### config.mk
export PLATFORM = sky130hd
export DESIGN_NAME = box_drawer
export DESIGN_NICKNAME = d
export VERILOG_FILES = /design/src/rtl/pong_pkg.sv /design/src/rtl/box_drawer_rect_scanner.sv /design/src/rtl/box_drawer.sv
export SDC_FILE = /design/constraint.sdc
export NUM_CORES = 1
export LEC_CHECK = 0
export CAP_MARGIN = 30
export CORE_ASPECT_RATIO = 0.75
export CORE_MARGIN = 10
export CORE_UTILIZATION = 50
export CTS_CLUSTER_DIAMETER = 60
export DETAILED_ROUTE_END_ITERATION = 8
export PLACE_DENSITY = 0.68
export SYNTH_ARGS = -nofsm -noshare
export SYNTH_HDL_FRONTEND = slang
export SYNTH_SLANG_ARGS = --single-unit
### constraint.sdc
create_clock -name clock -period 6.2 [get_ports clock]
set_input_delay 1.24 -clock clock [delete_from_list [all_inputs] [get_ports clock]]
set_output_delay 1.24 -clock clock [all_outputs]
set_load 0.02 [all_outputs]
### src/rtl/pong_pkg.sv
// Shared Pong definitions: screen geometry, colour palette, drawer FSM encoding.
// Latency: n/a (declarations only).
// Backpressure: n/a (declarations only).
// Contents: coord_t (9-bit coordinate), colour_t, SCREEN_WIDTH/HEIGHT, colour names, S_* states.
package pong_pkg;

  // Coordinate type shared with the location processors.
  typedef logic [8:0] coord_t;
  typedef logic [2:0] colour_t;

  localparam coord_t SCREEN_WIDTH  = 9'd320;
  localparam coord_t SCREEN_HEIGHT = 9'd240;

  localparam colour_t BLACK   = 3'b000;
  localparam colour_t BLUE    = 3'b001;
  localparam colour_t GREEN   = 3'b010;
  localparam colour_t CYAN    = 3'b011;
  localparam colour_t RED     = 3'b100;
  localparam colour_t MAGENTA = 3'b101;
  localparam colour_t YELLOW  = 3'b110;
  localparam colour_t WHITE   = 3'b111;

  // Box drawer state encoding.
  localparam logic [1:0] S_IDLE  = 2'd0;
  localparam logic [1:0] S_ERASE = 2'd1;
  localparam logic [1:0] S_DRAW  = 2'd2;
  localparam logic [1:0] S_DONE  = 2'd3;

endpackage

### src/rtl/box_drawer_rect_scanner.sv
// Row-major W x H offset counter; dx runs fastest, dy steps when dx wraps.
// Latency: offsets are registered; start/advance take effect on the next edge.
// Backpressure: none; the caller advances exactly one pixel per cycle while scanning.
// Ports: clock, reset_n, start (clear to 0,0; wins over advance), advance, dx, dy, last.
module rect_scanner import pong_pkg::*; #(
  parameter coord_t W = 9'd10,
  parameter coord_t H = 9'd48
) (
  input  logic   clock,
  input  logic   reset_n,
  input  logic   start,
  input  logic   advance,
  output coord_t dx,
  output coord_t dy,
  output logic   last
);

  localparam coord_t W_LAST = W - 9'd1;
  localparam coord_t H_LAST = H - 9'd1;

  coord_t dx_q, dx_d;
  coord_t dy_q, dy_d;
  logic   row_end;

  assign row_end = (dx_q == W_LAST);
  assign last    = row_end && (dy_q == H_LAST);
  assign dx      = dx_q;
  assign dy      = dy_q;

  always_comb begin
    dx_d = dx_q;
    dy_d = dy_q;
    if (start) begin
      dx_d = '0;
      dy_d = '0;
    end else if (advance) begin
      if (row_end) begin
        dx_d = '0;
        // Wrap the whole rectangle after the final pixel so a new scan starts clean.
        dy_d = last ? '0 : dy_q + 9'd1;
      end else begin
        dx_d = dx_q + 9'd1;
      end
    end
  end

  always_ff @(posedge clock or negedge reset_n) begin
    if (!reset_n) begin
      dx_q <= '0;
      dy_q <= '0;
    end else begin
      dx_q <= dx_d;
      dy_q <= dy_d;
    end
  end

endmodule

### src/rtl/box_drawer.sv
// Erases the box at its previous position, then draws it at the newly accepted one, one pixel per cycle.
// Latency: first vga_plot on the second edge after transfer; frame_done W*H+2 (no erase) or 2*W*H+2 edges counting the transfer edge.
// Backpressure: s_ready is high only in S_IDLE (pure state decode); the word is latched on transfer.
// Ports: clock, reset_n; s_valid/s_ready/s_x/s_y/s_color in; vga_x/vga_y/vga_colour/vga_plot, frame_done out.
module box_drawer import pong_pkg::*; #(
  parameter logic [8:0] BOX_WIDTH     = 9'd10,
  parameter logic [8:0] BOX_HEIGHT    = 9'd48,
  parameter logic [8:0] SCREEN_WIDTH  = pong_pkg::SCREEN_WIDTH,
  parameter logic [8:0] SCREEN_HEIGHT = pong_pkg::SCREEN_HEIGHT,
  parameter logic [2:0] BG_COLOR      = 3'b000
) (
  input  logic       clock,
  input  logic       reset_n,
  input  logic       s_valid,
  output logic       s_ready,
  input  logic [8:0] s_x,
  input  logic [8:0] s_y,
  input  logic [2:0] s_color,
  output logic [8:0] vga_x,
  output logic [7:0] vga_y,
  output logic [2:0] vga_colour,
  output logic       vga_plot,
  output logic       frame_done
);

  logic [1:0] state_q, state_d;
  coord_t     cur_x_q, cur_x_d, cur_y_q, cur_y_d;
  colour_t    cur_color_q, cur_color_d;
  coord_t     prev_x_q, prev_x_d, prev_y_q, prev_y_d;
  logic       has_prev_q, has_prev_d;

  logic [8:0] vga_x_q, vga_x_d;
  logic [7:0] vga_y_q, vga_y_d;
  logic [2:0] vga_colour_q, vga_colour_d;
  logic       vga_plot_q, vga_plot_d;
  logic       frame_done_q, frame_done_d;

  logic       scan_start, scan_adv, scan_last, scanning;
  coord_t     dx, dy, base_x, base_y;
  colour_t    pix_colour;
  logic [9:0] px, py;

  rect_scanner #(.W(BOX_WIDTH), .H(BOX_HEIGHT)) u_scan (
    .clock   (clock),
    .reset_n (reset_n),
    .start   (scan_start),
    .advance (scan_adv),
    .dx      (dx),
    .dy      (dy),
    .last    (scan_last)
  );

  assign s_ready = (state_q == S_IDLE);

  always_comb begin
    state_d      = state_q;
    cur_x_d      = cur_x_q;
    cur_y_d      = cur_y_q;
    cur_color_d  = cur_color_q;
    prev_x_d     = prev_x_q;
    prev_y_d     = prev_y_q;
    has_prev_d   = has_prev_q;
    scan_start   = 1'b0;
    scan_adv     = 1'b0;
    scanning     = 1'b0;
    base_x       = cur_x_q;
    base_y       = cur_y_q;
    pix_colour   = cur_color_q;
    frame_done_d = 1'b0;

    case (state_q)
      S_IDLE: begin
        if (s_valid) begin
          cur_x_d     = s_x;
          cur_y_d     = s_y;
          cur_color_d = s_color;
          scan_start  = 1'b1;
          // Nothing to erase on the first word or when the box has not moved.
          if (has_prev_q && ((prev_x_q != s_x) || (prev_y_q != s_y))) begin
            state_d = S_ERASE;
          end else begin
            state_d = S_DRAW;
          end
        end
      end
      S_ERASE: begin
        scanning   = 1'b1;
        scan_adv   = 1'b1;
        base_x     = prev_x_q;
        base_y     = prev_y_q;
        pix_colour = BG_COLOR;
        if (scan_last) begin
          scan_start = 1'b1;
          state_d    = S_DRAW;
        end
      end
      S_DRAW: begin
        scanning = 1'b1;
        scan_adv = 1'b1;
        if (scan_last) begin
          state_d = S_DONE;
        end
      end
      S_DONE: begin
        frame_done_d = 1'b1;
        prev_x_d     = cur_x_q;
        prev_y_d     = cur_y_q;
        has_prev_d   = 1'b1;
        state_d      = S_IDLE;
      end
      default: state_d = S_IDLE;
    endcase

    // 10-bit sums so a box hanging off the right/bottom edge clips instead of wrapping.
    px = {1'b0, base_x} + {1'b0, dx};
    py = {1'b0, base_y} + {1'b0, dy};

    vga_plot_d   = scanning && (px < {1'b0, SCREEN_WIDTH}) && (py < {1'b0, SCREEN_HEIGHT});
    vga_x_d      = scanning ? px[8:0] : vga_x_q;
    vga_y_d      = scanning ? py[7:0] : vga_y_q;
    vga_colour_d = scanning ? pix_colour : vga_colour_q;
  end

  always_ff @(posedge clock or negedge reset_n) begin
    if (!reset_n) begin
      state_q      <= S_IDLE;
      cur_x_q      <= '0;
      cur_y_q      <= '0;
      cur_color_q  <= '0;
      prev_x_q     <= '0;
      prev_y_q     <= '0;
      has_prev_q   <= 1'b0;
      vga_x_q      <= '0;
      vga_y_q      <= '0;
      vga_colour_q <= '0;
      vga_plot_q   <= 1'b0;
      frame_done_q <= 1'b0;
    end else begin
      state_q      <= state_d;
      cur_x_q      <= cur_x_d;
      cur_y_q      <= cur_y_d;
      cur_color_q  <= cur_color_d;
      prev_x_q     <= prev_x_d;
      prev_y_q     <= prev_y_d;
      has_prev_q   <= has_prev_d;
      vga_x_q      <= vga_x_d;
      vga_y_q      <= vga_y_d;
      vga_colour_q <= vga_colour_d;
      vga_plot_q   <= vga_plot_d;
      frame_done_q <= frame_done_d;
    end
  end

  assign vga_x      = vga_x_q;
  assign vga_y      = vga_y_q;
  assign vga_colour = vga_colour_q;
  assign vga_plot   = vga_plot_q;
  assign frame_done = frame_done_q;

endmodule
==> impl_metrics.yaml, run 1 <==
outcome:
  run_status: "finished, final reports clean"
worst_setup_path:
  path_class: "reg2reg"
  crit_fanout: 23
  delay_of_the_slowest_cell_on_the_worst_path_ns: 0.42
  worstSetupStartpointType: "flip-flop"
  slowest_stage: "sky130_fd_sc_hd__dfrtp_1"
  worstSetupStartpoint: "state_q[1]$_DFFE_PN0P_"
  critPathCaptureType: "flip-flop"
  critical_path.cell_chain: "inv_1 -> ha_1 -> buf_4 -> mux2_2 -> ha_1 -> fa_1 -> a21oi_1 -> nor2_1 -> nor2_1 -> o21bai_1 -> xor2_1 -> mux2_2"
  timing.rr.start: "state_q[1]$_DFFE_PN0P_"
  timing.critical_path.max_delay_family: "adder cells"
  worst-endpoint-required_ns: 6.42
  critPathBufInv: 2
  worstPathArrival_ns: 3.43
yosys:
  synth_area_um2: 4632
  average_cell_area_after_synthesis_um2: 10.07
  ys.warnings.count: 0
  yosys_most_used_dff: "sky130_fd_sc_hd__dfrtp_1"
  synth-async-reset-ratio: 1.000
  synth-edff-count: 0
  yosys.cell_types.count: 48
  synth.yosys.seq_area_share: 0.4430
  postSynthCellCount: 460
  syn-num-nets: 513
  yosys_register_bits: 82
layout:
  stdcell_area_um2: 5565
  mostFrequentLayoutCells: "sky130_fd_sc_hd__nand2_1 (84), sky130_fd_sc_hd__dfrtp_1 (82), sky130_fd_sc_hd__mux2_2 (51)"
  layout.cells.most_common: "sky130_fd_sc_hd__nand2_1"
  area_of_the_multi_input_gates_um2: 2456
  drive_above_1_share: 0.1529
  fill_cells: 746
  area_occupied_by_registers_um2: 2052
  insertedDiodeCount: 0
  area_delta_synth_final_pct: 20.15
  fin_util: 0.6152
  fin_nets: 558
power:
  power_density_nw_per_um2: 209.3
  total_leakage_power_nw: 2.627
  peakVddDrop_mv: 0.1197
sta:
  finalSetupViolations: 0
  finalClockSkew_ns: 0.008774
  final-hold-violation-count: 0
  max_slew_margin: 0.3415
  achievable-frequency_mhz: 311.4
  final.min_clock_period_ns: 3.211
  actual_slew_at_the_worst_max_slew_pin_ns: 0.9878
  post_route_setup_slack_ns: 2.989
  grt_setup_unrepaired: "no"
  final_min_period_over_clock_period: 0.5179
  timing.final.max_slew_violations: 0
  fin_tns_setup_ns: 0
min_path:
  min_from: "has_prev_q$_DFFE_PN0P_"
  worst_hold_path_type: "reg2reg"
cts:
  postCtsHoldBufs: 0
  cts_buffers: 9
  cts_num_sinks: 82
  ctsLongestPathBuffers: 2
  clk-insertion-delay-late_ns: 0.34
  tritoncts: "built"
  cts.root.buffer_cell: "sky130_fd_sc_hd__clkbuf_16"
  cts.reportedPaths.clkPinSlew_ns: 0.07
  h-tree-depth: 3
  post_cts.repair.setup_buffers: 0
  cts_resized: 0
route:
  totalWireLength_mm: 10.93
  first_pass_iters: 5
  antenna_left: 0
  drt-vias-per-instance: 5.428
  drt-initial-drc-count: 214
  wire_per_inst_um: 17.13
  drcViolationCount: 0
  vias: 3463
place:
  dp_slack_ns: 3.036
  io_buffer_count: 46
  dp_hpwl_mm: 7.764
  finalWeightedCongestion: 0.8708
  dpl_cell_area_um2: 5236
run:
  cap_viol_max_count: 0
floorplan:
  ios: 47
  num_rows: 30
  die_area_um2: 13550
  die_h_um: 103.4
  die_width_um: 131.1
  floorplan.initialDensity: 0.5120
  area_of_the_core_um2: 9046
global_routing:
  global_route.usage.total: 0.1695
  grt_max_degree: 54
  grt_pass1_wl_mm: 18.34
  grt_pass1_vias: 3522
  global_route.overflow_total: 0
  antenna_found_initial: 0
power by group:
| group | internal (W) | switching, W |
|---|---|---|
| combinational | 0.0000182 | 0.0000191 |
| clock | 0.000367 | 0.000225 |
| sequential | 0.000535 | 0 |
Yosys cell counts (all sizes together), types with 6 or more instances:
| cell | number | area, µm² |
|---|---|---|
| and3 | 6 | 37.54 |
| nand2 | 84 | 315.3 |
| mux2 | 51 | 574.3 |
| nand4 | 7 | 43.79 |
| ha | 27 | 337.8 |
| nor2 | 24 | 97.59 |
| xnor2 | 23 | 201.4 |
| clkbuf | 8 | 30.03 |
| xor2 | 11 | 96.34 |
| buf | 8 | 33.78 |
| inv | 16 | 60.06 |
| a21oi | 17 | 88.84 |
| o21ai | 26 | 130.1 |
| dfrtp | 82 | 2052 |
worst paths after layout:
| check | end | slack, ns | depth (start not counted) |
|---|---|---|---|
| setup / recovery | vga_x[8]$_DFFE_PN0P_ | 2.99 | 12 |
| hold / removal | has_prev_q$_DFFE_PN0P_ | 0.48 | 1 |
| setup reg to reg | vga_x[8]$_DFFE_PN0P_ | 2.99 | 12 |
| hold reg to reg | has_prev_q$_DFFE_PN0P_ | 0.48 | 1 |
| max in group asynchronous | vga_x[3]$_DFFE_PN0P_ | 4.76 | 2 |
| min in group asynchronous | prev_y_q[2]$_DFFE_PN0P_ | 0.83 | 1 |
registers in the layout, indices dropped and copies added, names as in the netlist:
| register | cells |
|---|---|
| cur_color_q | 3 |
| u_scan.dy | 9 |
| u_scan.dx | 9 |
| state_q | 2 |
| frame_done | 1 |
| prev_x_q | 9 |
| cur_x_q | 9 |
| has_prev_q | 1 |
| vga_y | 8 |
| cur_y_q | 9 |
| prev_y_q | 9 |
| vga_plot | 1 |
| vga_x | 9 |
| vga_colour | 3 |
metrics by stage:
stage | hold slack [ns] | instances | total power [W]
2_1_floorplan | 0.4394 | 460 | 0.0005505
3_3_place_gp | 0.4621 | 621 | 0.0005808
3_5_place_dp | 0.4642 | 622 | 0.0005830
4_1_cts | 0.4859 | 638 | 0.001177
5_1_grt | 0.5158 | 638 | 0.001202
6_report | 0.4828 | 638 | 0.001165
kinds of logic after synthesis:
group	Yosys count	synth area share
adders and majority gates	29	0.08158
DFF	82	0.4430
and+or+nand+nor	156	0.1578
muxes	52	0.1261
AOI/OAI and AO/OA	75	0.1005
xor gates and xnor gates	34	0.06429
buffers and inverters	32	0.02674
routing by layer:
metal	global-route usage	part of all wire	vias up
met5	0	0	-
met4	0.03879	0.0077	0
met3	0.05019	0.052	8
met2	0.2500	0.44	85
met1	0.2394	0.50	1671
li1	-	-	1699
final cells by class:
| cell class | count | share of cell area |
|---|---|---|
| Multi-Input combinational cell | 346 | 0.4413 |
| Sequential cell | 82 | 0.3687 |
| Timing Repair Buffer | 50 | 0.09128 |
| Clock buffer | 11 | 0.04362 |
| Tap cell | 128 | 0.02878 |
| Clock inverter | 5 | 0.01551 |
| Inverter | 16 | 0.01079 |
No activity file was read; power rests on OpenSTA's default activity.
==> run 2, diff against run 1 <==
==> constraint.sdc (replaced) <==
create_clock -name clock -period 3.15 [get_ports clock]
set_input_delay 0.63 -clock clock [delete_from_list [all_inputs] [get_ports clock]]
set_output_delay 0.63 -clock clock [all_outputs]
set_load 0.02 [all_outputs]
==> run 2 against run 1 <==
Effect of this change:
- total power rose by 91%
- wire length rose by 1.4%
- clock power rose by 86%
- sequential cell count did not move
- worst hold slack got worse by 0.24 ns
- clock-buffer cell count fell by 1
- global-route usage barely moved
- register-to-register slack got worse by 2.8 ns
- critical path type unchanged
==> impl_metrics.yaml, run 2 (synthesized netlist as in run 1, its figures left out) <==
outcome:
  run_status: "finished, final reports clean"
worst_setup_path:
  reg2reg_slack_ns: 0.16
  path_class: "reg2reg"
  critPathCaptureType: "flip-flop"
  crit_fanout: 7
  worstPathArrival_ns: 3.26
  worst-endpoint-required_ns: 3.43
  worstSetupStartpointType: "flip-flop"
layout:
  layout.cells.most_common: "sky130_fd_sc_hd__nand2_1"
  mostFrequentLayoutCells: "sky130_fd_sc_hd__nand2_1 (84), sky130_fd_sc_hd__dfrtp_1 (82), sky130_fd_sc_hd__mux2_2 (51)"
  area_delta_synth_final_pct: 21.31
  fin_nets: 565
  final_cells: 645
  drive_above_1_share: 0.1721
  fin_util: 0.6212
  insertedDiodeCount: 0
power:
  power_density_nw_per_um2: 395.6
  total_leakage_power_nw: 2.646
  power.switching_w: 0.0004902
  clock_power_share: 0.494
  pwr-share-comb: 0.033
  peakVddDrop_mv: 0.2762
  sw_frac_of_total: 0.2205
  p_seq_frac: 0.474
  power.internal_w: 0.001733
route:
  drcViolationCount: 0
  antenna_left: 0
  wl_met2_mm: 4.761
  wire_per_inst_um: 17.19
  drt-initial-drc-count: 303
  vias: 3487
  top_layer_used: "met4"
  wl_met1_mm: 5.461
  met3RoutedLength_um: 720
  totalWireLength_mm: 11.09
  drt-vias-per-instance: 5.406
  first_pass_iters: 4
global_routing:
  grt_pass1_vias: 3531
  grt_max_degree: 48
  antenna_found_initial: 0
  global_route.overflow_total: 0
  grt_pass1_wl_mm: 18.45
  global_route.usage.total: 0.1697
place:
  dp_slack_ns: 0.03798
  dp.cells: 629
  io_buffer_count: 46
  dp_hpwl_mm: 7.962
  finalWeightedCongestion: 0.9004
cts:
  cts_buffers: 9
  ctsLongestPathBuffers: 2
  cts.reportedPaths.clkPinSlew_ns: 0.07
  cts_num_sinks: 82
  tritoncts: "built"
  clk-insertion-delay-late_ns: 0.34
  cts.root.buffer_cell: "sky130_fd_sc_hd__clkbuf_16"
  h-tree-depth: 3
floorplan:
  area_of_the_core_um2: 9046
  die_width_um: 131.1
  floorplan.initialDensity: 0.5120
  die_area_um2: 13550
  ios: 47
  die_h_um: 103.4
  num_rows: 30
sta:
  fin_tns_setup_ns: 0
  finalClockSkew_ns: 0.008799
  final-hold-violation-count: 0
  final_min_period_over_clock_period: 0.9483
  final.min_clock_period_ns: 2.987
  finalSetupViolations: 0
  post_route_setup_slack_ns: 0.1627
  achievable-frequency_mhz: 334.8
  max_slew_margin: 0.3783
  hold_ws_ns: 0.2429
  actual_slew_at_the_worst_max_slew_pin_ns: 0.9326
  timing.final.max_slew_violations: 0
min_path:
  worst_hold_path_type: "in2async"
run:
  cap_viol_max_count: 0
==> run 2: cell count changes in the layout (fill, tap and decap cells not counted), sizes merged <==
| cell | delta |
|---|---|
| bufinv | -1 |
| clkinvlp | +2 |
| inv | +2 |
| buf | +7 |
| clkinv | -2 |
| clkbuf | -1 |
==> run 2: timing repair <==
item | 4_1_cts | 5_1_grt
gates resized for setup | 0 | 4
setup endpoints to repair | 0 | 7
hold buffers | 0 | 0
setup buffers | 0 | 0
==> run 2: critical path, cell delays in order, from the launching register on <==
cell and delay [ns]:
sky130_fd_sc_hd__dfrtp_1 0.42, sky130_fd_sc_hd__inv_1 0.16, sky130_fd_sc_hd__ha_4 0.20, sky130_fd_sc_hd__buf_4 0.16, sky130_fd_sc_hd__mux2_2 0.34, sky130_fd_sc_hd__ha_1 0.33
sky130_fd_sc_hd__nor2b_4 0.15, sky130_fd_sc_hd__o31a_1 0.30, sky130_fd_sc_hd__nor3b_1 0.16, sky130_fd_sc_hd__a211o_1 0.27, sky130_fd_sc_hd__nor4b_1 0.25, sky130_fd_sc_hd__and3_1 0.19
==> run 2: worst paths after layout <==
check / from / endpoint / cells after the start
min: reset_n / vga_colour[0]$_DFFE_PN0P_ / 1
max in group asynchronous: reset_n / vga_x[8]$_DFFE_PN0P_ / 2
min reg2reg: cur_color_q[0]$_DFFE_PN0P_ / cur_color_q[0]$_DFFE_PN0P_ / 2
max: state_q[1]$_DFFE_PN0P_ / vga_plot$_DFF_PN0_ / 11
min in group clock: cur_color_q[0]$_DFFE_PN0P_ / cur_color_q[0]$_DFFE_PN0P_ / 2
max reg2reg: state_q[1]$_DFFE_PN0P_ / vga_plot$_DFF_PN0_ / 11
==> run 2: through the flow <==
stage | area (µm²) | total power (W)
6_report | 5619 | 0.002223
5_1_grt | 5619 | 0.002304
4_1_cts | 5599 | 0.002252
3_5_place_dp | 5289 | 0.001147
3_3_place_gp | 5261 | 0.001143
2_1_floorplan | 4632 | 0.001083
==> run 2: power by group through the flow <==
| stage | clock network (W) | registers, W | logic (W) |
|---|---|---|---|
| 2_1_floorplan | 0 | 0.00107 | 0.0000106 |
| 3_3_place_gp | 0 | 0.00107 | 0.0000702 |
| 3_5_place_dp | 0 | 0.00107 | 0.0000747 |
| 4_1_cts | 0.00112 | 0.00105 | 0.0000753 |
| 5_1_grt | 0.00117 | 0.00105 | 0.0000807 |
| 6_report | 0.00110 | 0.00105 | 0.0000729 |
==> run 2: layer usage <==
metal,vias up,global-route usage
met2,86,0.2492
met4,0,0.05690
met5,-,0
met3,15,0.04875
li1,1706,-
met1,1680,0.2350
==> run 2: final cells by class <==
class / count / area (µm²)
fillers: 746 / 3427
multi-input cells: 346 / 2476
flip-flops and latches: 82 / 2052
repair buffers: 57 / 560.5
clock buffers: 10 / 239.0
well taps: 128 / 160.2
clock inverters: 6 / 71.32
inverters: 16 / 60.06
==> run 3, diff against run 2 <==
--- a/config.mk
+++ b/config.mk
@@ -8,9 +8,10 @@
 export CAP_MARGIN = 30
 export CORE_ASPECT_RATIO = 0.75
 export CORE_MARGIN = 10
-export CORE_UTILIZATION = 50
+export CORE_UTILIZATION = 57
 export CTS_CLUSTER_DIAMETER = 60
 export DETAILED_ROUTE_END_ITERATION = 8
+export DONT_BUFFER_PORTS = 1
 export PLACE_DENSITY = 0.68
 export SYNTH_ARGS = -nofsm -noshare
 export SYNTH_HDL_FRONTEND = slang
==> run 3 against run 2 <==
Effect of this change:
- critical path depth grew 1
- sequential share of layout area up 4.3 points
- total power decreased by 12%
- via count decreased by 4.4%
==> impl_metrics.yaml, run 3 (synthesized netlist as in run 1, its figures left out) <==
route:
  totalWireLength_mm: 10.59
  drt-vias-per-instance: 5.827
  vias: 3333
  wire_per_inst_um: 18.51
  drt-initial-drc-count: 254
  drcViolationCount: 0
  first_pass_iters: 4
  antenna_left: 0
global_routing:
  antenna_found_initial: 0
  grt_pass1_wl_mm: 17.41
  grt_max_degree: 83
  grt_pass1_vias: 3240
  global_route.overflow_total: 0
  global_route.usage.total: 0.1791
floorplan:
  die_h_um: 98.07
  num_rows: 28
  area_of_the_core_um2: 7918
  ios: 47
  floorplan.initialDensity: 0.5850
  die_width_um: 124.1
  die_area_um2: 12170
power:
  pwr-share-comb: 0.019
  power_density_nw_per_um2: 390.9
  clock_power_share: 0.445
  peakVddDrop_mv: 0.1823
  power.internal_w: 0.001537
  total_leakage_power_nw: 2.425
  power.switching_w: 0.0004258
  p_seq_frac: 0.536
  sw_frac_of_total: 0.2169
sta:
  final-hold-violation-count: 0
  final_min_period_over_clock_period: 0.9465
  finalClockSkew_ns: 0.009340
  achievable-frequency_mhz: 335.4
  fin_tns_setup_ns: 0
  max_slew_margin: 0.3691
  grt_setup_unrepaired: "no"
  actual_slew_at_the_worst_max_slew_pin_ns: 0.9463
  timing.final.max_slew_violations: 0
  finalSetupViolations: 0
  final.min_clock_period_ns: 2.982
worst_setup_path:
  critPathBufInv: 2
  r2r_end: "vga_x[8]$_DFFE_PN0P_"
  path_class: "reg2reg"
  delay_of_the_slowest_cell_on_the_worst_path_ns: 0.42
  slowest_stage: "sky130_fd_sc_hd__dfrtp_1"
  worstPathArrival_ns: 3.24
  worst-endpoint-required_ns: 3.41
  critical_path.cell_chain: "inv_1 -> ha_2 -> buf_12 -> mux2_2 -> ha_1 -> fa_1 -> a21oi_2 -> nor2_1 -> nor2_1 -> o21bai_1 -> xor2_1 -> mux2_2"
  ff2ff_path_depth: 12
  timing.critical_path.max_delay_family: "adder cells"
  timing.rr.start: "state_q[1]$_DFFE_PN0P_"
  crit_fanout: 17
  reg2reg_slack_ns: 0.17
  critPathCaptureType: "flip-flop"
  worstSetupStartpointType: "flip-flop"
cts:
  ctsLongestPathBuffers: 2
  cts.root.buffer_cell: "sky130_fd_sc_hd__clkbuf_8"
  cts.reportedPaths.clkPinSlew_ns: 0.09
  cts_num_sinks: 82
  tritoncts: "built"
  cts_buffers: 9
  h-tree-depth: 3
  clk-insertion-delay-late_ns: 0.36
place:
  io_buffer_count: 0
  dp_hpwl_mm: 7.520
  finalWeightedCongestion: 0.8796
layout:
  fin_nets: 515
  fill_cells: 642
  layout.cells.most_common: "sky130_fd_sc_hd__nand2_1"
  insertedDiodeCount: 0
  fin_util: 0.6343
  mostFrequentLayoutCells: "sky130_fd_sc_hd__nand2_1 (84), sky130_fd_sc_hd__dfrtp_1 (82), sky130_fd_sc_hd__mux2_2 (51)"
  area_delta_synth_final_pct: 8.428
  drive_above_1_share: 0.1777
run:
  cap_viol_max_count: 0
outcome:
  run_status: "finished, final reports clean"
min_path:
  worst_hold_path_type: "in2async"
==> run 3: changes by cell type in the layout (fill, tap and decap cells not counted), sizes merged <==
cell and change:
clkinvlp -2, clkdlybuf4s50 -45, buf -5, inv -2, clkinv +2, bufinv +1, clkbuf +1
==> run 3: area by class of cell <==
class / instances / area [µm²] / area share
clock buffer: 11 / 141.4 / 0.02815
sequential: 82 / 2052 / 0.4086
multi-input combinational: 346 / 2466 / 0.4910
tap: 105 / 131.4 / 0.02616
clock inverter: 5 / 86.33 / 0.01719
inverter: 16 / 60.06 / 0.01196
timing repair buffer: 7 / 85.08 / 0.01694
==> run 3: what timing repair did <==
| action | CTS | global route |
|---|---|---|
| hold buffers | 1 | 0 |
| resized for setup | 0 | 3 |
| setup endpoints to repair | 0 | 4 |
| buffers inserted | 0 | 0 |
| endpoints found under the hold margin | 82 | 0 |
==> run 3: worst max-delay path by stage <==
stage                                 from                    to  slack [ns]  cells past startpoint
global placement    state_q[1]$_DFFE_PN0P_  vga_x[8]$_DFFE_PN0P_        0.19                     12
finish              state_q[1]$_DFFE_PN0P_  vga_x[8]$_DFFE_PN0P_        0.17                     12
CTS                 state_q[1]$_DFFE_PN0P_  vga_x[8]$_DFFE_PN0P_         0.1                     12
detailed placement  state_q[1]$_DFFE_PN0P_  vga_x[8]$_DFFE_PN0P_        0.11                     12
global route        state_q[1]$_DFFE_PN0P_    vga_plot$_DFF_PN0_       0.009                     11
floorplan           state_q[1]$_DFFE_PN0P_    vga_plot$_DFF_PN0_        0.07                     13
==> run 3: power groups by stage <==
stage	Combinational (W)	Clock [W]	Sequential [W]
final	0.0000374	0.000874	0.00105
after global routing	0.0000428	0.000940	0.00105
after CTS	0.0000396	0.000893	0.00105
after detailed placement	0.0000140	0	0.00107
after global placement	0.0000138	0	0.00107
after floorplan	0.0000106	0	0.00107
==> run 3: through the flow <==
| step | setup slack [ns] | cell area [µm²] | hold WS, ns | cells | total power [W] |
|---|---|---|---|---|---|
| floorplan | 0.07312 | 4632 | 0.3344 | 460 | 0.001083 |
| global placement | 0.1947 | 4757 | 0.3375 | 555 | 0.001087 |
| detailed placement | 0.1118 | 4757 | 0.3375 | 555 | 0.001087 |
| CTS | 0.09622 | 5012 | 0.1723 | 572 | 0.001984 |
| global route | 0.008889 | 5022 | 0.1715 | 572 | 0.002035 |
| finish | 0.1684 | 5022 | 0.1392 | 572 | 0.001963 |
==> run 3: metal layers <==
layer	share of wire	global-route usage	wire length [µm]
met5	0	0	0
met2	0.43	0.2540	4559
met3	0.078	0.05006	831
met1	0.48	0.2569	5098
met4	0.0094	0.05565	100
==> run 3: worst register-to-register path: cells and delay by family, from the launching register on <==
kind | cells | cell delay [ns]
XOR/XNOR | 1 | 0.14
AND/OR/NAND/NOR | 2 | 0.26
buffers and inverters | 2 | 0.28
multiplexers | 2 | 0.61
AO/OA/AOI/OAI | 2 | 0.29
flip-flops | 1 | 0.42
adder cells (fa/ha/maj) | 3 | 0.87
